$ cat config.mk
export PLATFORM = sky130hd
export DESIGN_NAME = multicycle_memory
export DESIGN_NICKNAME = d
export VERILOG_FILES = /design/src/rtl/multicycle_memory_pkg.sv /design/src/rtl/mm_ram.sv /design/src/rtl/multicycle_memory.sv
export SDC_FILE = /design/constraint.sdc
export NUM_CORES = 2
export LEC_CHECK = 0
export CAP_MARGIN = 0
export CELL_PAD_IN_SITES_DETAIL_PLACEMENT = 0
export CELL_PAD_IN_SITES_GLOBAL_PLACEMENT = 1
export CORE_MARGIN = 2
export CORE_UTILIZATION = 35
export DETAILED_ROUTE_END_ITERATION = 6
export PLACE_DENSITY_LB_ADDON = 0.3
export SYNTH_ARGS = -nofsm -noshare
export SYNTH_HDL_FRONTEND = slang
export SYNTH_SLANG_ARGS = --single-unit
$ cat constraint.sdc
create_clock -name clk -period 5.5 [get_ports clk]
set_input_delay 0.825 -clock clk [delete_from_list [all_inputs] [get_ports clk]]
set_output_delay 0.825 -clock clk [all_outputs]
set_load 0.01 [all_outputs]
$ cat src/rtl/multicycle_memory_pkg.sv
// Shared definitions for multicycle_memory: FSM state encoding and
// operation codes carried on the `op` port.
package multicycle_memory_pkg;

    typedef enum logic [1:0] {
        IDLE   = 2'd0,
        SETUP  = 2'd1,
        ACCESS = 2'd2,
        DONE   = 2'd3
    } state_t;

    localparam logic [1:0] OP_WRITE = 2'b00;
    localparam logic [1:0] OP_READ  = 2'b01;
    localparam logic [1:0] OP_NOP2  = 2'b10;
    localparam logic [1:0] OP_NOP3  = 2'b11;

endpackage

$ cat src/rtl/mm_ram.sv
// Synchronous single-port storage array for multicycle_memory.
// Ports:
//   clk   - rising-edge clock
//   we    - write enable; stores wdata at addr on the rising edge
//   addr  - word address
//   wdata - write data
//   rdata - registered read of mem[addr] (read-before-write on the same edge)
module mm_ram #(
    parameter int DATA_W = 8,
    parameter int ADDR_W = 8
) (
    input  logic              clk,
    input  logic              we,
    input  logic [ADDR_W-1:0] addr,
    input  logic [DATA_W-1:0] wdata,
    output logic [DATA_W-1:0] rdata
);

    logic [DATA_W-1:0] mem [2**ADDR_W];

    // NOTE: the array has no reset on purpose; resetting it would turn a
    // plain RAM into 2^ADDR_W flops. Contents are undefined until written.
    always_ff @(posedge clk) begin
        if (we) begin
            mem[addr] <= wdata;
        end
        rdata <= mem[addr];
    end

endmodule

$ cat src/rtl/multicycle_memory.sv
// Byte-wide memory behind a start/done handshake with fixed latency.
// A request is latched in IDLE, passes through SETUP and ACCESS_CYCLES
// cycles of ACCESS, commits on the last ACCESS edge and pulses `done`.
// Ports:
//   clk        - rising-edge clock
//   rst        - asynchronous active-low reset (memory array is not reset)
//   start      - request strobe, only honoured in IDLE
//   op         - 00 write, 01 read, 10/11 no-op
//   addr       - target address, latched with start
//   write_data - write data, latched with start
//   done       - one-cycle completion pulse (registered)
//   read_data  - result of the most recent read, held until the next read
module multicycle_memory
    import multicycle_memory_pkg::*;
#(
    parameter int DATA_W        = 8,
    parameter int ADDR_W        = 8,
    parameter int ACCESS_CYCLES = 2
) (
    input  logic              clk,
    input  logic              rst,
    input  logic              start,
    input  logic [1:0]        op,
    input  logic [ADDR_W-1:0] addr,
    input  logic [DATA_W-1:0] write_data,
    output logic              done,
    output logic [DATA_W-1:0] read_data
);

    localparam int CNT_W = (ACCESS_CYCLES > 1) ? $clog2(ACCESS_CYCLES) : 1;

    state_t            state;
    state_t            state_next;
    logic [1:0]        op_q;
    logic [ADDR_W-1:0] addr_q;
    logic [DATA_W-1:0] wdata_q;
    logic [CNT_W-1:0]  cnt;
    logic              commit;
    logic              ram_we;
    logic [DATA_W-1:0] ram_rdata;

    assign commit = (state == ACCESS) && (cnt == '0);
    assign ram_we = commit && (op_q == OP_WRITE);

    // NOTE: sequential state uses non-blocking assignments so every flop
    // samples the pre-edge values regardless of statement order.
    always_ff @(posedge clk or negedge rst) begin
        if (!rst) begin
            state <= IDLE;
        end else begin
            state <= state_next;
        end
    end

    // NOTE: state_next gets its default before the case so no path through
    // the block leaves it unassigned, which would infer a latch.
    always_comb begin
        state_next = state;
        case (state)
            IDLE:   if (start) state_next = SETUP;
            SETUP:  state_next = ACCESS;
            ACCESS: if (cnt == '0) state_next = DONE;
            DONE:   state_next = IDLE;
        endcase
    end

    always_ff @(posedge clk or negedge rst) begin
        if (!rst) begin
            op_q      <= '0;
            addr_q    <= '0;
            wdata_q   <= '0;
            cnt       <= '0;
            done      <= 1'b0;
            read_data <= '0;
        end else begin
            // done is high exactly while the FSM sits in DONE.
            done <= commit;

            if (state == IDLE && start) begin
                op_q    <= op;
                addr_q  <= addr;
                wdata_q <= write_data;
            end

            if (state == SETUP) begin
                cnt <= CNT_W'(ACCESS_CYCLES - 1);
            end else if (state == ACCESS && cnt != '0) begin
                cnt <= cnt - CNT_W'(1);
            end

            // The RAM reads addr_q every cycle; addr_q is stable from the
            // SETUP edge on, so ram_rdata is valid by the commit edge even
            // with a single ACCESS cycle.
            if (commit && op_q == OP_READ) begin
                read_data <= ram_rdata;
            end
        end
    end

    mm_ram #(
        .DATA_W(DATA_W),
        .ADDR_W(ADDR_W)
    ) u_ram (
        .clk   (clk),
        .we    (ram_we),
        .addr  (addr_q),
        .wdata (wdata_q),
        .rdata (ram_rdata)
    );

endmodule

; Yosys cells after proc, flatten, opt, wreduce, memory -nomap -nowiden
; Memories as Yosys holds them, arrays and structs flattened. A register that Yosys moved wholly into a read port is not among the register bits.
; Cells that the tools add are included.
[word_totals]
input_bits = 21
ramBits = 2048
out_inout_bits = 9
reg_bits = 30
mem_count = 1
wordCells = 32
[op_classes]
muxes = 7
add_sub_neg = 1
n_reduce_logical = 9
eq_ne = 6
bitwise = 1
[memory_table]
columns = name, words, width, read_ports, rd_ports_with_merged_regs, wr, line
row1 = u_ram.mem, 256, 8, 1, 1, 1, mm_ram.sv:19  ; logic [DATA_W-1:0] mem [2**ADDR_W];
[op_table]
columns = cell, count
row1 = one-hot mux 2 bit (4 select lines), 1
row2 = logical AND 1 bit, 5
row3 = equality test 2 x 1 -> 1 bit (second input constant), 2
row4 = equality test 2 bit (second input constant), 2
row5 = zero test 2 bit, 2
row6 = two-way mux 1 bit, 4
row7 = two-way mux 2 bit, 2
row8 = inequality test 2 bit (second input constant), 2
row9 = AND reduction 2 bit, 1
row10 = nonzero test 2 bit, 1
row11 = NOT 1 bit, 1
row12 = subtractor 1 bit (second input constant), 1

; Longest topological paths before layout
[logic_depth]
depth_word = 5
depth_mapped = 9
mapped_depth_nobuf = 7

; Cells and area by module
; A second synthesis with hierarchy kept.
[unflattened]
hier_cells = 3620
hier_area_um2 = 79706.4
[by_module_without_submodules]
columns = module, cells_per_inst, area_each_um2, seq_area_each_um2, instances
row1 = mm_ram, 3547, 78492.8, 61659.1, 1
row2 = multicycle_memory, 73, 1213.7, 750.7, 1

; Least setup slack after synthesis
; OpenSTA, ideal clock, no wires.
[synth_timing]
kind = register to register
startpoint = reg wdata_q[0]
endpoint = mem u_ram.mem[0][0] (data pin)
path_stages_with_launch = 1
n_path_buf = 0
arrival_time_ns = 3.179
slack_ns = 1.518
required_time_ns = 4.697
path_cell_list = dfrtp_1
[synth_lines]
columns = element, line
row1 = start: declaration, multicycle_memory.sv:36  ; logic [DATA_W-1:0] wdata_q;
row2 = start signal: assignment, multicycle_memory.sv:82  ; wdata_q <= write_data;
row3 = end: declaration, mm_ram.sv:19
; Straight into the memory's write port.

==> results_dict.tcl <==
set metrics [dict create \
    status "finished, final reports clean" \
    multi_input_area_um2 16200 \
    fin_worst_skew_ps 36.0 \
    drtIter0Drc 4124 \
    fin_crit_sh 0.768 \
    intPower_mw 32.8 \
    p_clk_frac 0.290 \
    grt_pass1_wl_mm 290 \
    hp-class "input port to async pin" \
    portBuffers 29 \
    rsz0062_at_grt "false" \
    cts_hold_buf 0 \
    drc 0 \
    start_util 0.351 \
    timing.rr.start "addr_q[0]$_DFFE_PN0P_" \
    viasPerCell 5.37 \
    final_max_slew_viol_count 0 \
    layoutNonFillerInstCount 7053 \
    synth_common_cells "edfxtp_1 (2048), mux4_2 (512), nor2_1 (261), a22oi_1 (257), clkbuf_1 (143)" \
    core_area_um2 227000 \
    async_flop_share 0.0144 \
    die_w_um 481 \
    wl_met2_mm 97.8 \
    cap_violations 0 \
    nets 3889 \
    tritoncts.num_buffers 212 \
    ys.warnings.count 0 \
    clk_pin_slew_ps 60 \
    crit_end "u_ram.rdata[6]$_DFF_P_" \
    finalSetupViolCount 0 \
    syn2layout_area_growth_pct 15.0 \
    gr-usage-all-layers 0.174 \
    slew_headroom 0.0578 \
    synthesis.nets 3623 \
    worstRegToRegCells 7 \
    synth_top_area_share 0.773 \
    fin_tns_setup_ps 0 \
    p_sw_mw 15.2 \
    ant_nets 0 \
    synth_ff_type "edfxtp_1" \
    post-route-util 0.404 \
    syn_area_per_cell_um2 22.1 \
    num_vias 37900 \
    synth-edff-count 2048 \
    p_per_area_nw_per_um2 524 \
    die-area_um2 231000 \
    dr.pass1.iters 6 \
    die_height_um 481 \
    root_buffer "clkbuf_16" \
    rr_endpoint "u_ram.rdata[6]$_DFF_P_" \
    synth_top_area_cell "edfxtp_1" \
    yosysSeqAreaShare 0.784 \
    grt_pass1_vias 39000 \
    endpoint_kind "flip-flop" \
    crit_type "flip-flop to flip-flop" \
    cts.path.max_buffers 3 \
    syn_area_um2 79600 \
    post_cts_buffers 0 \
    cts_sinks 2086 \
    clock_latency_ps 840 \
    dpl.hpwl_mm 119 \
    power.leakage_nw 28.0 \
    critPathLaunch "addr_q[0]$_DFFE_PN0P_" \
    crit_fanout 28 \
    grt_max_degree 213 \
    dp.cells 6660 \
    combPwrFrac 0.271 \
    fmax_mhz 237 \
    core.rowCount 175 \
    regArea_um2 62400 \
    yosysMostFrequentCell "edfxtp_1" \
    place.gp.congestion 0.772 \
    grt-ovfl-total 0 \
    period_minus_slack_ps 4230 \
    worst_pin_slew_ps 1410 \
    postCtsResizedCells 0 \
    crit_arrival_ps 4880 \
    dr_wl_met3_mm 10.4 \
    required_ps 6160 \
    htree_num_levels 4 \
    synth.distinct_cells 32 \
    routedWlPerCell_um 28.6 \
    yosys-top-cells-area "edfxtp_1 (77%), mux4_2 (14%), a22oi_1 (2.4%)" \
    drive_above_1_share 0.281 \
    wirelength_met1_mm 88.8 \
    reg2reg_slack_ps 1270 \
    cp-start-kind "flip-flop" \
    routed_wl_mm 202 \
    ys_seq_elements 2086 \
    hold_viol 0 \
    swShare 0.317 \
    top_layer "met5" \
    io-pin-count 30 \
    cts_tree "done" \
    fillers 19900 \
    ir_drop_v 0.000655 \
    synthCells 3599 \
    power_frac_seq 0.440 \
    antenna_found_initial 5 \
]
state kept, by name (all words and copies together), names as in the netlist:
name         flops
u_ram.rdata      8
state            2
cnt              1
done             1
read_data        8
wdata_q          8
addr_q           8
op_q             2
u_ram.mem     2048
stage by stage:
step	setup slack (ps)	hold WS [ps]	power (mW)	instance area, um^2
2_1_floorplan	1520	439	29.5	79600
6_report	1270	87.5	48.0	91500
3_3_place_gp	675	492	34.5	84800
5_1_grt	1140	139	49.8	91500
3_5_place_dp	1220	499	34.7	84800
4_1_cts	1190	97.6	48.5	91500
worst min-delay path by stage:
stage / endpoint / slack [ps] / depth (start not counted)
final: addr_q[1]$_DFFE_PN0P_ / 90 / 1
after global routing: addr_q[1]$_DFFE_PN0P_ / 140 / 1
after CTS: addr_q[1]$_DFFE_PN0P_ / 100 / 1
after detailed placement: read_data[1]$_DFFE_PN0P_ / 500 / 1
after global placement: read_data[1]$_DFFE_PN0P_ / 490 / 1
after floorplan: read_data[0]$_DFFE_PN0P_ / 440 / 1
power groups by stage:
stage	clock network [mW]	logic [mW]	registers [mW]
5_1_grt	14.8	13.8	21.2
4_1_cts	14.2	13.3	21.1
6_report	13.9	13.0	21.1
2_1_floorplan	0	7.49	22.1
3_5_place_dp	0	13.3	21.4
3_3_place_gp	0	13.1	21.4
kinds of logic (layout without fill, tap and decap cells):
| logic type | after synthesis | count (layout) | synth area share |
|---|---|---|---|
| flops | 2086 | 2086 | 0.784 |
| mux | 538 | 538 | 0.149 |
| compound gates | 420 | 420 | 0.0370 |
| simple gates | 321 | 321 | 0.0161 |
| buf+inv | 231 | 674 | 0.0136 |
| fa+ha+maj | 3 | 3 | 0.000472 |
| other cells | 0 | 2 | 0 |
cell type report:
type / instances / area share
Antenna cell: 2 / 0.0000547
Multi-Input combinational cell: 1282 / 0.177
Clock inverter: 124 / 0.0110
Sequential cell: 2086 / 0.683
Clock buffer: 267 / 0.0620
Tap cell: 3009 / 0.0412
Timing Repair Buffer: 279 / 0.0262
Inverter: 4 / 0.000164
layer usage:
layer,track usage,vias up
met5,0,-
met2,0.279,1139
li1,-,15800
met3,0.0255,270
met4,0.0461,2
met1,0.248,20600
critical path: stages, from the launching register on:
cell and delay [ps]:
dfrtp_4 840, buf_12 290, buf_4 350, mux4_2 550
a22oi_1 490, a21oi_1 140, o41ai_1 1120, nand4_1 160
cells in the final DEF, fill, tap and decap left out, drive strengths merged, types with 32 or more instances in the layout:
cell    instances
nor2          261
mux4          512
nand2          32
a21oi         128
o41ai          32
a22oi         257
buf           251
clkinv        103
clkbuf        267
edfxtp       2048
No activity file was read; power rests on OpenSTA's default activity.
